$ cat src/rtl/lsu_pkg.sv
// Shared types and constants for the load/store unit.
package lsu_pkg;

  localparam int unsigned WORD_SHIFT = 2;

  typedef enum logic [1:0] {
    SZ_BYTE = 2'b00,
    SZ_HALF = 2'b01,
    SZ_WORD = 2'b10,
    SZ_RSVD = 2'b11
  } lsu_size_e;

  typedef enum logic [2:0] {
    IDLE,
    LD_REQ,
    LD_DATA,
    ST_WR,
    RMW_RD,
    RMW_WR,
    ERR
  } lsu_state_e;

  // True when the byte offset is illegal for the access size (reserved size included)
  function automatic logic is_misaligned(lsu_size_e size, logic [1:0] off);
    case (size)
      SZ_BYTE: is_misaligned = 1'b0;
      SZ_HALF: is_misaligned = off[0];
      SZ_WORD: is_misaligned = (off != 2'b00);
      default: is_misaligned = 1'b1;
    endcase
  endfunction

endpackage

$ cat src/rtl/lsu_byte_lane.sv
// Little-endian lane steering: load extract/extend and store merge into an old word.
module lsu_byte_lane
  import lsu_pkg::*;
#(
  parameter int unsigned DATA_WIDTH = 32
) (
  input  logic [1:0]            size,
  input  logic [1:0]            offset,
  input  logic                  is_unsigned,
  input  logic [DATA_WIDTH-1:0] rdata,
  input  logic [DATA_WIDTH-1:0] wdata,
  output logic [DATA_WIDTH-1:0] ld_data,
  output logic [DATA_WIDTH-1:0] st_word
);

  localparam logic [DATA_WIDTH-1:0] BYTE_MASK = DATA_WIDTH'(32'h0000_00FF);
  localparam logic [DATA_WIDTH-1:0] HALF_MASK = DATA_WIDTH'(32'h0000_FFFF);

  lsu_size_e             sz;
  logic [4:0]            shamt;
  logic [DATA_WIDTH-1:0] lane;

  assign sz = lsu_size_e'(size);

  // Select the addressed lane, extend it, and build the merged store word
  always_comb begin
    shamt   = 5'd0;
    lane    = '0;
    ld_data = rdata;
    st_word = wdata;
    case (sz)
      SZ_BYTE: begin
        shamt   = {offset, 3'b000};
        lane    = rdata >> shamt;
        ld_data = {{(DATA_WIDTH-8){~is_unsigned & lane[7]}}, lane[7:0]};
        st_word = (rdata & ~(BYTE_MASK << shamt)) | ((wdata & BYTE_MASK) << shamt);
      end
      SZ_HALF: begin
        shamt   = {offset[1], 4'b0000};
        lane    = rdata >> shamt;
        ld_data = {{(DATA_WIDTH-16){~is_unsigned & lane[15]}}, lane[15:0]};
        st_word = (rdata & ~(HALF_MASK << shamt)) | ((wdata & HALF_MASK) << shamt);
      end
      default: begin
        ld_data = rdata;
        st_word = wdata;
      end
    endcase
  end

endmodule

$ cat src/rtl/lsu_mem_ctrl.sv
// Load/store unit driving a word-indexed data memory without byte enables.
// Sub-word stores are read-modify-write. Only DATA_WIDTH=32 is supported.
// Define LSU_BOUNDS_CHECK_EN to reject word indices >= MEM_WORDS as errors.
module lsu_mem_ctrl
  import lsu_pkg::*;
#(
  parameter int unsigned DATA_WIDTH = 32,
  parameter int unsigned MEM_WORDS  = 256
) (
  input  logic                  clk,
  input  logic                  rst_n,
  input  logic                  req_valid,
  output logic                  req_ready,
  input  logic                  req_we,
  input  logic [1:0]            req_size,
  input  logic                  req_unsigned,
  input  logic [DATA_WIDTH-1:0] req_addr,
  input  logic [DATA_WIDTH-1:0] req_wdata,
  output logic                  resp_valid,
  output logic                  resp_err,
  output logic [DATA_WIDTH-1:0] resp_rdata,
  output logic                  mem_wen,
  output logic                  mem_ren,
  output logic [DATA_WIDTH-1:0] mem_addr,
  output logic [DATA_WIDTH-1:0] mem_wdata,
  input  logic [DATA_WIDTH-1:0] mem_rdata
);

  lsu_state_e            state;
  logic [1:0]            lat_size;
  logic                  lat_unsigned;
  logic [DATA_WIDTH-1:0] lat_addr;
  logic [DATA_WIDTH-1:0] lat_wdata;
  logic [DATA_WIDTH-1:0] ld_data;
  logic [DATA_WIDTH-1:0] st_word;
  logic                  oob_c;
  logic                  req_err_c;

`ifdef LSU_BOUNDS_CHECK_EN
  assign oob_c = (req_addr >> WORD_SHIFT) >= DATA_WIDTH'(MEM_WORDS);
`else
  logic [31:0] unused_mem_words;
  assign unused_mem_words = 32'(MEM_WORDS);
  assign oob_c = 1'b0;
`endif

  assign req_err_c = is_misaligned(lsu_size_e'(req_size), req_addr[1:0]) | oob_c;

  lsu_byte_lane #(.DATA_WIDTH(DATA_WIDTH)) u_lane (
    .size        (lat_size),
    .offset      (lat_addr[1:0]),
    .is_unsigned (lat_unsigned),
    .rdata       (mem_rdata),
    .wdata       (lat_wdata),
    .ld_data     (ld_data),
    .st_word     (st_word)
  );

  // Control FSM with latched request fields and registered handshake/response flags
  always_ff @(posedge clk) begin
    if (!rst_n) begin
      state        <= IDLE;
      req_ready    <= 1'b1;
      resp_valid   <= 1'b0;
      resp_err     <= 1'b0;
      lat_size     <= 2'b00;
      lat_unsigned <= 1'b0;
      lat_addr     <= '0;
      lat_wdata    <= '0;
    end else begin
      case (state)
        IDLE: begin
          if (req_valid) begin
            lat_size     <= req_size;
            lat_unsigned <= req_unsigned;
            lat_addr     <= req_addr;
            lat_wdata    <= req_wdata;
            req_ready    <= 1'b0;
            if (req_err_c) begin
              state      <= ERR;
              resp_valid <= 1'b1;
              resp_err   <= 1'b1;
            end else if (!req_we) begin
              state <= LD_REQ;
            end else if (lsu_size_e'(req_size) == SZ_WORD) begin
              state      <= ST_WR;
              resp_valid <= 1'b1;
            end else begin
              state <= RMW_RD;
            end
          end
        end
        LD_REQ: begin
          state      <= LD_DATA;
          resp_valid <= 1'b1;
        end
        RMW_RD: begin
          state      <= RMW_WR;
          resp_valid <= 1'b1;
        end
        default: begin
          state      <= IDLE;
          req_ready  <= 1'b1;
          resp_valid <= 1'b0;
          resp_err   <= 1'b0;
        end
      endcase
    end
  end

  // Memory strobes decode from state; reset kills them at once so an aborted RMW never writes
  assign mem_ren   = rst_n & ((state == LD_REQ) | (state == RMW_RD));
  assign mem_wen   = rst_n & ((state == ST_WR)  | (state == RMW_WR));
  assign mem_addr  = lat_addr >> WORD_SHIFT;
  assign mem_wdata = mem_wen ? st_word : '0;

  assign resp_rdata = (state == LD_DATA) ? ld_data : '0;

endmodule

$ cat config.mk
export PLATFORM = sky130hd
export DESIGN_NAME = lsu_mem_ctrl
export DESIGN_NICKNAME = d
export VERILOG_FILES = /design/src/rtl/lsu_pkg.sv /design/src/rtl/lsu_byte_lane.sv /design/src/rtl/lsu_mem_ctrl.sv
export SDC_FILE = /design/constraint.sdc
export NUM_CORES = 1
export LEC_CHECK = 0
export CAP_MARGIN = 5
export CORE_UTILIZATION = 46
export DETAILED_ROUTE_END_ITERATION = 12
export PLACE_DENSITY = 0.87
export SLEW_MARGIN = 20
export SYNTH_ARGS = -nofsm -noshare
export SYNTH_HDL_FRONTEND = slang
export SYNTH_SLANG_ARGS = --single-unit
$ cat constraint.sdc
create_clock -name clk -period 3.15 [get_ports clk]
set_clock_uncertainty 0.05 [all_clocks]
set_input_delay 0.4725 -clock clk [delete_from_list [all_inputs] [get_ports clk]]
set_output_delay 0.4725 -clock clk [all_outputs]
set_load 0.1 [all_outputs]
==> flow_summary_export.csv <==
group,metric,value,unit
synth,netlist_area,0.004649,mm^2
cts,post_cts_buffers,0,
synth,yosys.area.top_type_share,31.43,%
route,viasPerCell,5.561,
status,outcome,"completed",
die,die_w,102.5,um
setup_path,crit_chain,"nor2b_1, nor2b_1, a22oi_1, a21oi_2, buf_12",
cts,max-clock-path-buffers,2,
run,cap_violations,0,
synth,synthTopCellsByArea,"dfxtp_1, nand2_1, a21boi_0",
die,io_pins,204,
grt,grt.total_usage,32.53,%
synth,ys_types,43,
timing,setup_viol,0,
route,drtAntennaViolNets,0,
die,initial_core_util,47.57,%
finish,fillers,707,
finish,final_nets,900,
place,place_inst,919,
timing,worst_slew_pin_slew,0.8527,ns
route,via_count,5200,
timing,fin_ws,0.1419,ns
setup_path,reg2regPathDepth,5,
cts,cts.sinks,73,
route,routed_wirelength,16620,um
cts,cts-hold-fix-buffers,0,
setup_path,critPathLaunchType,"flop",
place,pre_cts_ws,0.2711,ns
synth,synth-async-reset-ratio,0,%
synth,synth-seq-cells,73,
timing,setup-tns-final,0,ns
setup_path,cpMostUsedCell,"nor2b_1",
route,first_pass_iters,6,
place,dp_hpwl,12700,um
setup_path,crit_fanout,8,
cts,root_buffer,"clkbuf_8",
die,coreArea,0.009774,mm^2
setup_path,crit_family,"simple AND/OR/NAND/NOR gates",
timing,max_freq,0.3324,GHz
grt,grt_pass1_vias,5085,
route,drt_iter0_drc,475,
timing,hold_slack,0.4137,ns
cts,worst_skew_pair.late_latency,0.35,ns
power_and_ir_drop,powerDensity,427.8,mW/mm^2
cts,cts-buffers-inserted,9,
cts,cts.htree.levels,3,
synth,synth_edf_count,0,
grt,antenna_found_initial,0,
finish,antenna_cells,0,
timing,rsz0062_at_grt,"false",
finish,finalNonFillerCells,935,
grt,grt_max_degree,70,
power_and_ir_drop,max-vdd-ir-drop,0.4197,mV
power_and_ir_drop,p_leak,2.860,nW
die,die_height,102.5,um
synth,synthCells,653,
setup_path,worstPathRequired,2.63,ns
synth,yosys_warnings,0,
synth,syn_avg_cell_area,7.120,um^2
setup_path,crit_arrival,2.49,ns
finish,synthToLayoutAreaGrowth,57.75,%
cts,cts.clk_slew.worst_paths,0.08,ns
setup_path,path_class,"reg2out",
hold_path,hold_path_depth,2,
setup_path,cp_num_buf_inv,1,
hold_path,worstHoldPathType,"reg2reg",
die,placementRows,36,
die,die_area,0.01051,mm^2
timing,fin_crit,3.008,ns
setup_path,cpPeakStageDelay,0.62,ns
route,wl_per_cell,17.78,um
synth,yosysSeqAreaShare,31.43,%
grt,grt_pass1_wl,25920,um
setup_path,cp.depth,5,
place,io_buffers,201,
finish,drive_above_1_share,20.32,%
place,routabilityCongestion,0.9304,
timing,drv_slew,0,
route,drcViolationCount,0,
synth,ys.flop_type,"dfxtp_1",
grt,grt-ovfl-total,0,
power_and_ir_drop,power.total,3.137,mW
timing,report.final.hold_viol_count,0,
cts,cts_tree,"done",
setup_path,endpoint_kind,"output pin",
timing,relSlewSlack,43.15,%
cts,cts-resized-gates,0,
setup_path,slowest_stage,"nor2b_1",
timing,period_share,95.50,%
synth,yosys.area.top_type,"dfxtp_1",
-- synth_stat cells, types with 2 or more instances --
master,number
and3_1,9
mux2i_1,11
a21o_1,5
nand2b_1,4
a221oi_1,14
nor2b_1,23
a21oi_1,23
or3_1,2
a21boi_0,65
clkbuf_1,26
buf_2,15
nand3_1,10
o21ai_0,25
a221oi_2,2
nor2_1,22
buf_1,4
a21boi_1,2
buf_4,36
a211oi_1,9
nand2_1,200
and2_1,7
dfxtp_1,73
inv_1,12
or3b_1,2
a31oi_1,2
nand3b_1,5
nor3_1,16
a22oi_1,14
-- worst reg2reg max path: cells and delay by family, from the launching register on --
kind	cells	cell delay, ns
flops	1	0.58
compound gates	1	0.21
simple gates	3	0.44
buf+inv	1	0.43
-- cell families after synthesis --
kind of cell,synth area share [%]
simple gates,29.25
compound gates,25.43
other cells,0.08065
mux,2.368
flops,31.43
xor+xnor,0.3768
buf+inv,11.06
-- metal layers --
metal  part of all wire, %  up-vias  wire length (um)  global-route usage [%]
met5                     0        -                 0                       0
met4                   2.9        0               476                   13.41
met3                    11       43              1774                   9.695
met2                    48      293              7923                   54.46
met1                    39     2404              6447                   38.84
li1                      -     2460                 -                       -
-- state kept, by name, indices dropped and copies added, names as in the netlist --
name / count
resp_err: 1
req_ready: 1
lat_addr: 32
state: 3
lat_unsigned: 1
resp_valid: 1
lat_wdata: 32
lat_size: 2
-- metrics by stage --
stage,cell area [um^2],utilization [%]
after detailed placement,7127,72.91
after global placement,7127,72.91
after CTS,7330,74.99
after global routing,7335,75.04
after floorplan,4746,-
final,7335,75.04
-- cell type report --
cell class	instances	area, um^2	area share [%]
inverters	12	45.04	0.6141
clock buffers	10	137.6	1.876
well taps	133	166.4	2.269
flip-flops and latches	73	1464	19.96
repair buffers	214	2686	36.63
clock inverters	6	65.06	0.8871
multi-input cells	487	2770	37.77
-- report_power, final --
group	internal, mW	switching (mW)	leakage (nW)
sequential	1.00	0.0852	0.600
clock	0.390	0.373	0.103
combinational	0.430	0.859	2.16
total	1.82	1.32	2.86
-- cells in the final DEF (no fill, tap or decap), drive strengths merged --
cell type and count:
buf 113, or2 1, a21o 5, a21oi 25, nand4b 1, nor2b 23
nor3 17, mux2i 11, o21ai 26, nor4b 1, or3b 2, a31oi 2
nand3 10, clkbuf 10, a22oi 14, nand2b 4, conb 2, or2b 1
a31o 1, or3 2, and3 9, clkinv 2, a221oi 16, xnor2 1
nand2 200, a21boi 67, and2 7, nand3b 5, xor2 1, a211oi 9
clkdlybuf4s50 101, nor2 22, dfxtp 73, bufinv 1, inv 14, o2111ai 1
clkinvlp 1, o22ai 1
-- path summary, 6_finish.rpt --
path	from	to	slack, ns
worst max-delay path	lat_addr[0]	resp_rdata[5]	0.14
worst min-delay path	lat_addr[18]	lat_addr[18]	0.41
worst max register to register	state[2]	lat_wdata[23]	1.35
worst min register to register	lat_addr[18]	lat_addr[18]	0.41
Note: power is estimated with default switching activity, not from simulation.
